## src/rtl/regfile_wb_scheduler_pkg.sv

```systemverilog
// Shared definitions for the register-file writeback scheduler.
// Holds default sizes, requester index assignments and the round-robin
// pointer advance helper.
package regfile_wb_scheduler_pkg;

    localparam int unsigned NUM_REQ_DEF = 4;
    localparam int unsigned XLEN_DEF    = 32;
    localparam int unsigned AW_DEF      = 5;

    // Fixed requester slots on the writeback port.
    localparam int unsigned REQ_ALU    = 0;
    localparam int unsigned REQ_LSU    = 1;
    localparam int unsigned REQ_MULDIV = 2;
    localparam int unsigned REQ_CSR    = 3;

    // Index following idx in a ring of n entries.
    function automatic int unsigned rr_next(input int unsigned idx, input int unsigned n);
        return (idx + 1 >= n) ? 0 : idx + 1;
    endfunction

endpackage

```

## src/rtl/regfile_wb_scheduler_rr_arbiter.sv

```systemverilog
// Combinational round-robin arbiter.
// Ports:
//   req_i   - request vector, one bit per requester
//   ptr_i   - highest-priority requester index this cycle
//   gnt_o   - one-hot grant (all zero when nothing requests)
//   idx_o   - encoded index of the granted requester (0 when no grant)
module rr_arbiter #(
    parameter int unsigned NUM_REQ = 4,
    parameter int unsigned IDX_W   = 2
) (
    input  logic [NUM_REQ-1:0] req_i,
    input  logic [IDX_W-1:0]   ptr_i,
    output logic [NUM_REQ-1:0] gnt_o,
    output logic [IDX_W-1:0]   idx_o
);

    logic             found;
    logic [IDX_W-1:0] cand;

    // Walk ptr, ptr+1, ... (mod NUM_REQ) and take the first active request.
    always_comb begin
        gnt_o = '0;
        idx_o = '0;
        found = 1'b0;
        cand  = '0;
        for (int unsigned k = 0; k < NUM_REQ; k++) begin
            cand = IDX_W'((32'(ptr_i) + k) % NUM_REQ);
            if (!found && req_i[cand]) begin
                found        = 1'b1;
                gnt_o[cand]  = 1'b1;
                idx_o        = cand;
            end
        end
    end

endmodule

```

## src/rtl/regfile_wb_scheduler.sv

```systemverilog
// Writeback scheduler for the integer register file.
// Arbitrates NUM_REQ writeback producers onto the single register-file write
// port through one output register, and tracks a per-register busy scoreboard
// (set by decode reservations, cleared when the write commits).
// Ports:
//   clk, rst                       - clock, async active-high reset
//   rsv_valid/rsv_rd/rsv_ready     - destination reservation from decode
//   rs1_addr/rs2_addr, rs*_busy    - combinational hazard queries
//   req_valid/req_rd/req_data      - packed per-requester writeback requests
//   req_ready                      - one-hot combinational grant
//   wb_we/wb_rd/wb_data            - register-file write port
//   err_unres                      - sticky: write to an unreserved register
module regfile_wb_scheduler
    import regfile_wb_scheduler_pkg::*;
#(
    parameter int unsigned NUM_REQ = NUM_REQ_DEF,
    parameter int unsigned XLEN    = XLEN_DEF,
    parameter int unsigned AW      = AW_DEF
) (
    input  logic                    clk,
    input  logic                    rst,
    input  logic                    rsv_valid,
    input  logic [AW-1:0]           rsv_rd,
    output logic                    rsv_ready,
    input  logic [AW-1:0]           rs1_addr,
    input  logic [AW-1:0]           rs2_addr,
    output logic                    rs1_busy,
    output logic                    rs2_busy,
    input  logic [NUM_REQ-1:0]      req_valid,
    input  logic [NUM_REQ*AW-1:0]   req_rd,
    input  logic [NUM_REQ*XLEN-1:0] req_data,
    output logic [NUM_REQ-1:0]      req_ready,
    output logic                    wb_we,
    output logic [AW-1:0]           wb_rd,
    output logic [XLEN-1:0]         wb_data,
    output logic                    err_unres
);

    localparam int unsigned IDX_W  = (NUM_REQ > 1) ? $clog2(NUM_REQ) : 1;
    localparam int unsigned N_REGS = 1 << AW;

    logic [N_REGS-1:0] busy_q, busy_d;
    logic [IDX_W-1:0]  rr_ptr_q, rr_ptr_d;
    logic              wb_we_q, wb_we_d;
    logic [AW-1:0]     wb_rd_q, wb_rd_d;
    logic [XLEN-1:0]   wb_data_q, wb_data_d;
    logic              err_q, err_d;

    logic [NUM_REQ-1:0] gnt;
    logic [IDX_W-1:0]   gnt_idx;
    logic               xfer;
    logic [AW-1:0]      sel_rd;
    logic [XLEN-1:0]    sel_data;

    rr_arbiter #(
        .NUM_REQ (NUM_REQ),
        .IDX_W   (IDX_W)
    ) u_arb (
        .req_i (req_valid),
        .ptr_i (rr_ptr_q),
        .gnt_o (gnt),
        .idx_o (gnt_idx)
    );

    assign xfer      = |gnt;
    assign req_ready = gnt;

    // Mux the granted requester's address and data.
    always_comb begin
        sel_rd   = '0;
        sel_data = '0;
        for (int unsigned i = 0; i < NUM_REQ; i++) begin
            if (gnt[i]) begin
                sel_rd   = req_rd[i*AW +: AW];
                sel_data = req_data[i*XLEN +: XLEN];
            end
        end
    end

    assign rsv_ready = (rsv_rd == '0) | ~busy_q[rsv_rd];
    assign rs1_busy  = busy_q[rs1_addr];
    assign rs2_busy  = busy_q[rs2_addr];

    always_comb begin
        rr_ptr_d  = rr_ptr_q;
        wb_we_d   = 1'b0;
        wb_rd_d   = wb_rd_q;
        wb_data_d = wb_data_q;
        err_d     = err_q;
        busy_d    = busy_q;

        if (xfer) begin
            rr_ptr_d = IDX_W'(rr_next(32'(gnt_idx), NUM_REQ));
            // rd=0 releases the requester but never reaches the file.
            if (sel_rd != '0) begin
                wb_we_d   = 1'b1;
                wb_rd_d   = sel_rd;
                wb_data_d = sel_data;
                if (!busy_q[sel_rd]) begin
                    err_d = 1'b1;
                end
            end
        end

        // Commit clears first so a same-edge reservation of the same register wins.
        if (wb_we_q) begin
            busy_d[wb_rd_q] = 1'b0;
        end
        if (rsv_valid && rsv_ready && (rsv_rd != '0)) begin
            busy_d[rsv_rd] = 1'b1;
        end
        busy_d[0] = 1'b0;
    end

    always_ff @(posedge clk or posedge rst) begin
        if (rst) begin
            busy_q    <= '0;
            rr_ptr_q  <= '0;
            wb_we_q   <= 1'b0;
            wb_rd_q   <= '0;
            wb_data_q <= '0;
            err_q     <= 1'b0;
        end else begin
            busy_q    <= busy_d;
            rr_ptr_q  <= rr_ptr_d;
            wb_we_q   <= wb_we_d;
            wb_rd_q   <= wb_rd_d;
            wb_data_q <= wb_data_d;
            err_q     <= err_d;
        end
    end

    assign wb_we     = wb_we_q;
    assign wb_rd     = wb_rd_q;
    assign wb_data   = wb_data_q;
    assign err_unres = err_q;

endmodule
```

## config.mk

```make
export PLATFORM = sky130hd
export DESIGN_NAME = regfile_wb_scheduler
export DESIGN_NICKNAME = d
export VERILOG_FILES = /design/src/rtl/regfile_wb_scheduler_pkg.sv /design/src/rtl/regfile_wb_scheduler_rr_arbiter.sv /design/src/rtl/regfile_wb_scheduler.sv
export SDC_FILE = /design/constraint.sdc
export NUM_CORES = 1
export LEC_CHECK = 0
export CORE_UTILIZATION = 30
export DETAILED_ROUTE_END_ITERATION = 10
export DONT_BUFFER_PORTS = 1
export PLACE_DENSITY = 0.52
export SYNTH_ARGS = -nofsm -noshare
export SYNTH_HDL_FRONTEND = slang
export SYNTH_SLANG_ARGS = --single-unit
```

## constraint.sdc

```tcl
create_clock -name clk -period 12.4 [get_ports clk]
set_input_delay 3.1 -clock clk [delete_from_list [all_inputs] [get_ports clk]]
set_output_delay 3.1 -clock clk [all_outputs]
set_load 0.03 [all_outputs]
```

Word-level counts from Yosys, hierarchy flattened

Index checks and enable logic that the tools add are counted.

$add $sub $neg: 4
$lt $le $gt $ge: 16
Bitwise operators: 9
Reduce and logical (&&, ||, !) cells: 20
Multiplexer cells: 52

Operators with widths:

| operator                                                              | count |
|---|---|
| 32-bit 2-to-1 mux                                                     | 6 |
| 32-bit AND                                                            | 1 |
| 32-bit NOT                                                            | 1 |
| 32-bit OR                                                             | 1 |
| 5-bit by 6-bit < comparator with 1-bit output, second input constant  | 5 |
| 1-bit binary-select mux with 5-bit select                             | 4 |
| 5-bit 2-to-1 mux                                                      | 4 |
| 1-bit 2-to-1 mux                                                      | 19 |
| 4-bit 2-to-1 mux                                                      | 4 |
| 2-bit by 3-bit < comparator with 1-bit output, second input constant  | 4 |
| 4-bit OR                                                              | 3 |
| 1-bit logical AND                                                     | 11 |
| 1-bit demux with 5-bit select                                         | 2 |
| 5-bit by 1-bit >= comparator with 1-bit output, second input constant | 2 |
| 2-bit 2-to-1 mux                                                      | 5 |
| 5-bit nonzero test                                                    | 2 |
| 1-bit binary-select mux with 2-bit select                             | 4 |
| 1-bit demux with 2-bit select                                         | 4 |
| 2-bit by 1-bit >= comparator with 1-bit output, second input constant | 4 |
| 5-bit zero test                                                       | 1 |
| 2-bit adder, second input constant                                    | 2 |
| 4-bit OR reduction                                                    | 1 |
| 2-bit by 1-bit adder with 3-bit output, second input constant         | 1 |
| 3-bit >= comparator, second input constant                            | 1 |
| other kinds (6)                                                       | 9 |

Register bits after elaboration: 72
Word-level logic and storage cells: 107

Longest topological paths before layout

Depth in word-level cells: 20
Depth in mapped cells: 17

By module

Synthesis repeated with hierarchy kept, for this count alone.

Cell total of the unflattened synthesis: 601
Area total of the unflattened synthesis: 5317.6 µm²

Modules (own cells, without submodules):

| module               | area an instance (µm²) | cells each | times used |
|---|---|---|---|
| regfile_wb_scheduler | 4913.5                 | 553        | 1 |
| rr_arbiter           | 404.1                  | 48         | 1 |

Worst setup path after synthesis

No wires, ideal clock.

Path kind: input port to output port
Start: input port req_valid[0]
End: output port req_ready[3]
Arrival time: 5.431 ns
Stages: 8
Path buffers: 4
Required time: 9.300 ns
Setup slack: 3.869 ns
Cell sequence: buf_6 > mux4_2 > or3b_1 > a211oi_1 > a2111o_2 > buf_2 > buf_2 > clkbuf_1

Word-level cells in the longest chain between the ends: 12

Ends and longest elaborated chain:

| item                                      | RTL line                              | source |
|---|---|---|
| start, declared                           | regfile_wb_scheduler.sv:29            | `input logic [NUM_REQ-1:0] req_valid,` |
| 1-bit binary-select mux with 2-bit select | regfile_wb_scheduler_rr_arbiter.sv:28 | `if (!found && req_i[cand]) begin` |
| 1-bit 2-to-1 mux (not written as such)    | regfile_wb_scheduler_rr_arbiter.sv:28 |  |
| 1-bit 2-to-1 mux                          | regfile_wb_scheduler_rr_arbiter.sv:28 |  |
| 1-bit zero test                           | regfile_wb_scheduler_rr_arbiter.sv:28 |  |
| 1-bit logical AND                         | regfile_wb_scheduler_rr_arbiter.sv:28 |  |
| 1-bit 2-to-1 mux                          | regfile_wb_scheduler_rr_arbiter.sv:28 |  |
| 1-bit zero test                           | regfile_wb_scheduler_rr_arbiter.sv:28 |  |
| 1-bit logical AND                         | regfile_wb_scheduler_rr_arbiter.sv:28 |  |
| 1-bit 2-to-1 mux                          | regfile_wb_scheduler_rr_arbiter.sv:28 |  |
| 1-bit zero test                           | regfile_wb_scheduler_rr_arbiter.sv:28 |  |
| 1-bit logical AND                         | regfile_wb_scheduler_rr_arbiter.sv:28 |  |
| 4-bit 2-to-1 mux (*)                      | regfile_wb_scheduler_rr_arbiter.sv:28 |  |
| end, declared                             | regfile_wb_scheduler.sv:32            | `output logic [NUM_REQ-1:0] req_ready,` |

Mark *: on every way between the ends. The rest lies on a longest branch, timed or not. The select of a mux whose other input is x is not followed.

Final worst setup path

Start: input port req_valid[0]
End: output port req_ready[1]

Same word-level chain as after synthesis.

==> impl_metrics.env <==
export IMPL_layout_commonest_cell="nor2_1"
export IMPL_core_sq_mm=0.0180
export IMPL_yosys_register_bits=72
export IMPL_crit_path_start_kind="input pin"
export IMPL_powerDensity_mw_per_mm2=417
export IMPL_dp_cells=795
export IMPL_fin_nets=754
export IMPL_status="finished, final reports clean"
export IMPL_cts_made_buffers=9
export IMPL_port_buffers=0
export IMPL_grt_pass1_vias=4622
export IMPL_netlist_instances=610
export IMPL_wl_mm=18.0
export IMPL_cts_hold_buf=0
export IMPL_synth_cell_types=63
export IMPL_final_max_slew_violation_count=0
export IMPL_yosysWarnings=0
export IMPL_h_tree_depth=3
export IMPL_leakagePower_nw=2.18
export IMPL_route_detailed_drc=0
export IMPL_clock_skew_ns=0.00739
export IMPL_cts_root_buffer="clkbuf_16"
export IMPL_io_pins=216
export IMPL_routedWlPerCell_microns=22.2
export IMPL_ys_async_sr_fraction_pct=100
export IMPL_worst_slack_ns=4.47
export IMPL_end_kind="output port"
export IMPL_rsz0062_at_grt="false"
export IMPL_globalRoute_totalOverflow=0
export IMPL_fp_dieW_microns=137
export IMPL_finalSetupViolCount=0
export IMPL_antenna_found_initial=1
export IMPL_synth_simple_gate_area_share_pct=17.1
export IMPL_cp_arrival_ns=4.83
export IMPL_hp_start="busy_q[20]"
export IMPL_place_gp_congestion=0.870
export IMPL_cts_buffer_depth=2
export IMPL_hold_path_class="flip-flop to flip-flop"
export IMPL_syn_nets=787
export IMPL_worstPathRequired_ns=9.30
export IMPL_dieArea_sq_mm=0.0188
export IMPL_routed_via_density=6.11
export IMPL_synth_edf_count=0
export IMPL_grt_pass1_wl_mm=26.2
export IMPL_fin_cells=810
export IMPL_drt_iter0_drc=452
export IMPL_die_h_microns=137
export IMPL_cap_violations=0
export IMPL_period_needed_ns=7.93
export IMPL_dr_total_vias=4949
export IMPL_holdWs_ns=0.605
export IMPL_synth_top_family_by_area="compound AO/OA/AOI/OAI gates"
export IMPL_detailedRoute_firstPassIterationCount=5
export IMPL_grt_util_all_layers_pct=18.7
export IMPL_synth_top_area_share_pct=32.9
export IMPL_ant_nets=0
export IMPL_synthAdderAreaFrac_pct=1.60
export IMPL_synth_top_cell_by_area="dfrtp_1"
export IMPL_syn_area_sq_mm=0.00548
export IMPL_cp_max_fo=36
export IMPL_grt_start_max_net_pins=78
export IMPL_ys_seq_area_share_pct=32.9
export IMPL_max_slew_worst_pin_slew_ns=0.961
export IMPL_ys_flop_type="dfrtp_1"
export IMPL_maxSlewHeadroom_pct=35.9
export IMPL_cts_tree="yes"
export IMPL_clk_pin_slew_ns=0.05
export IMPL_fmax_mhz=126
export IMPL_cts_repair_resized=0
export IMPL_start_util_pct=30.5
export IMPL_finalCritPeriodShare_pct=63.9
export IMPL_hpwl_mm=13.3
export IMPL_fin_setup_tns_ns=0
export IMPL_synthMuxAreaShare_pct=14.1
export IMPL_startpoint="req_valid[0]"
export IMPL_synth_avg_cell_area_sq_um=8.99
export IMPL_syn2layout_area_growth_pct=6.18
export IMPL_cts_sinks=72
export IMPL_clk_latency_ns=0.34
export IMPL_final_layout_size_suffix_gt1_share_pct=15.0
export IMPL_pre_cts_slack_ns=4.52
export IMPL_finalHoldViolations=0
export IMPL_post_route_util_pct=32.4
export IMPL_layout_common_cells="nor2_1, dfrtp_1, o21ai_0, a21oi_1, nand2_1"
export IMPL_synth_xor_area_share_pct=0.160
export IMPL_crit_type="input pin to output port"
export IMPL_peakVddDrop_v=0.000169
export IMPL_synth_compound_area_share_pct=28.6
export IMPL_fp_row_count=49
export IMPL_cts_setup_buffers=0
export IMPL_ys_top_cells_by_area="dfrtp_1, mux4_2, o21ai_0, a21oi_1, nor2_1"
==> where the power goes <==
part	switching [mW]	leakage [nW]	internal (mW)	total, mW
Sequential	0.290	0.861	0.371	0.660
Combinational	0.921	1.19	0.616	1.54
Clock	0.101	0.128	0.133	0.234
==> flip-flops by register name (all words and copies together), names as in the netlist, named ones only <==
signal and flops:
busy_q 31, err_unres 1, rr_ptr_q 1, wb_data 32, wb_rd 5, wb_we 1
==> cell type report <==
type,count,area [sq um]
antenna,1,2.50
multi-input combinational,475,3390
inverter,15,56.3
timing repair buffer,4,30.0
tap,229,287
sequential,72,1800
clock buffer,10,229
clock inverter,4,23.8
fill,1871,12100
==> worst max-delay path, cell delays in order <==
cell      delay, ns
or3b_1         0.34
a2111o_1       0.41
a21bo_1        0.25
and2_4         0.18
inv_2          0.54
==> per-layer routing <==
metal,track usage (%),up-vias,share of wire (%)
li1,-,2245,-
met1,23.4,2399,41
met2,31.1,267,48
met3,3.61,38,7.6
met4,8.67,0,3.5
met5,0,-,0
==> logic make-up (layout without fill, tap and decap cells) <==
| group | Yosys count | count (layout) |
|---|---|---|
| buf+inv | 63 | 33 |
| other cells | 0 | 1 |
| simple gates | 196 | 196 |
| compound gates | 230 | 230 |
| fa+ha+maj | 7 | 7 |
| mux | 41 | 41 |
| xor+xnor | 1 | 1 |
| flops | 72 | 72 |
==> cell usage after synthesis, types with 3 or more instances <==
master / n
nor2_1: 81
dfrtp_1: 72
o21ai_0: 69
a21oi_1: 66
nand2_1: 35
a221oi_1: 33
nor3_1: 33
clkbuf_1: 31
mux4_2: 28
inv_1: 12
a21oi_2: 10
nand3b_1: 10
buf_2: 8
buf_6: 7
ha_1: 7
mux2_2: 7
nand3_1: 6
a221o_1: 5
nand2b_1: 5
o211ai_1: 5
a21o_1: 4
and2_1: 4
mux2i_1: 4
nor3b_1: 4
or3b_2: 4
a21boi_1: 3
a311oi_2: 3
inv_2: 3
nor2b_1: 3
o31a_1: 3
==> final timing paths <==
check                          endpoint  slack [ns]  cells past startpoint
hold reg to reg              busy_q[20]        0.61                      2
setup reg to reg              err_unres        6.54                     13
setup / recovery           req_ready[1]        4.47                      5
min in group asynchronous    wb_data[4]        2.94                      2
max in group asynchronous    busy_q[16]        8.84                      2
hold / removal               busy_q[20]        0.61                      2
==> per-stage QoR <==
step,power (mW),instance area (sq um)
floorplan,1.90,5480
global placement,2.16,5570
detailed placement,2.20,5570
CTS,2.44,5820
global route,2.64,5820
finish,2.43,5820
Power figures use the tool's default switching activity.
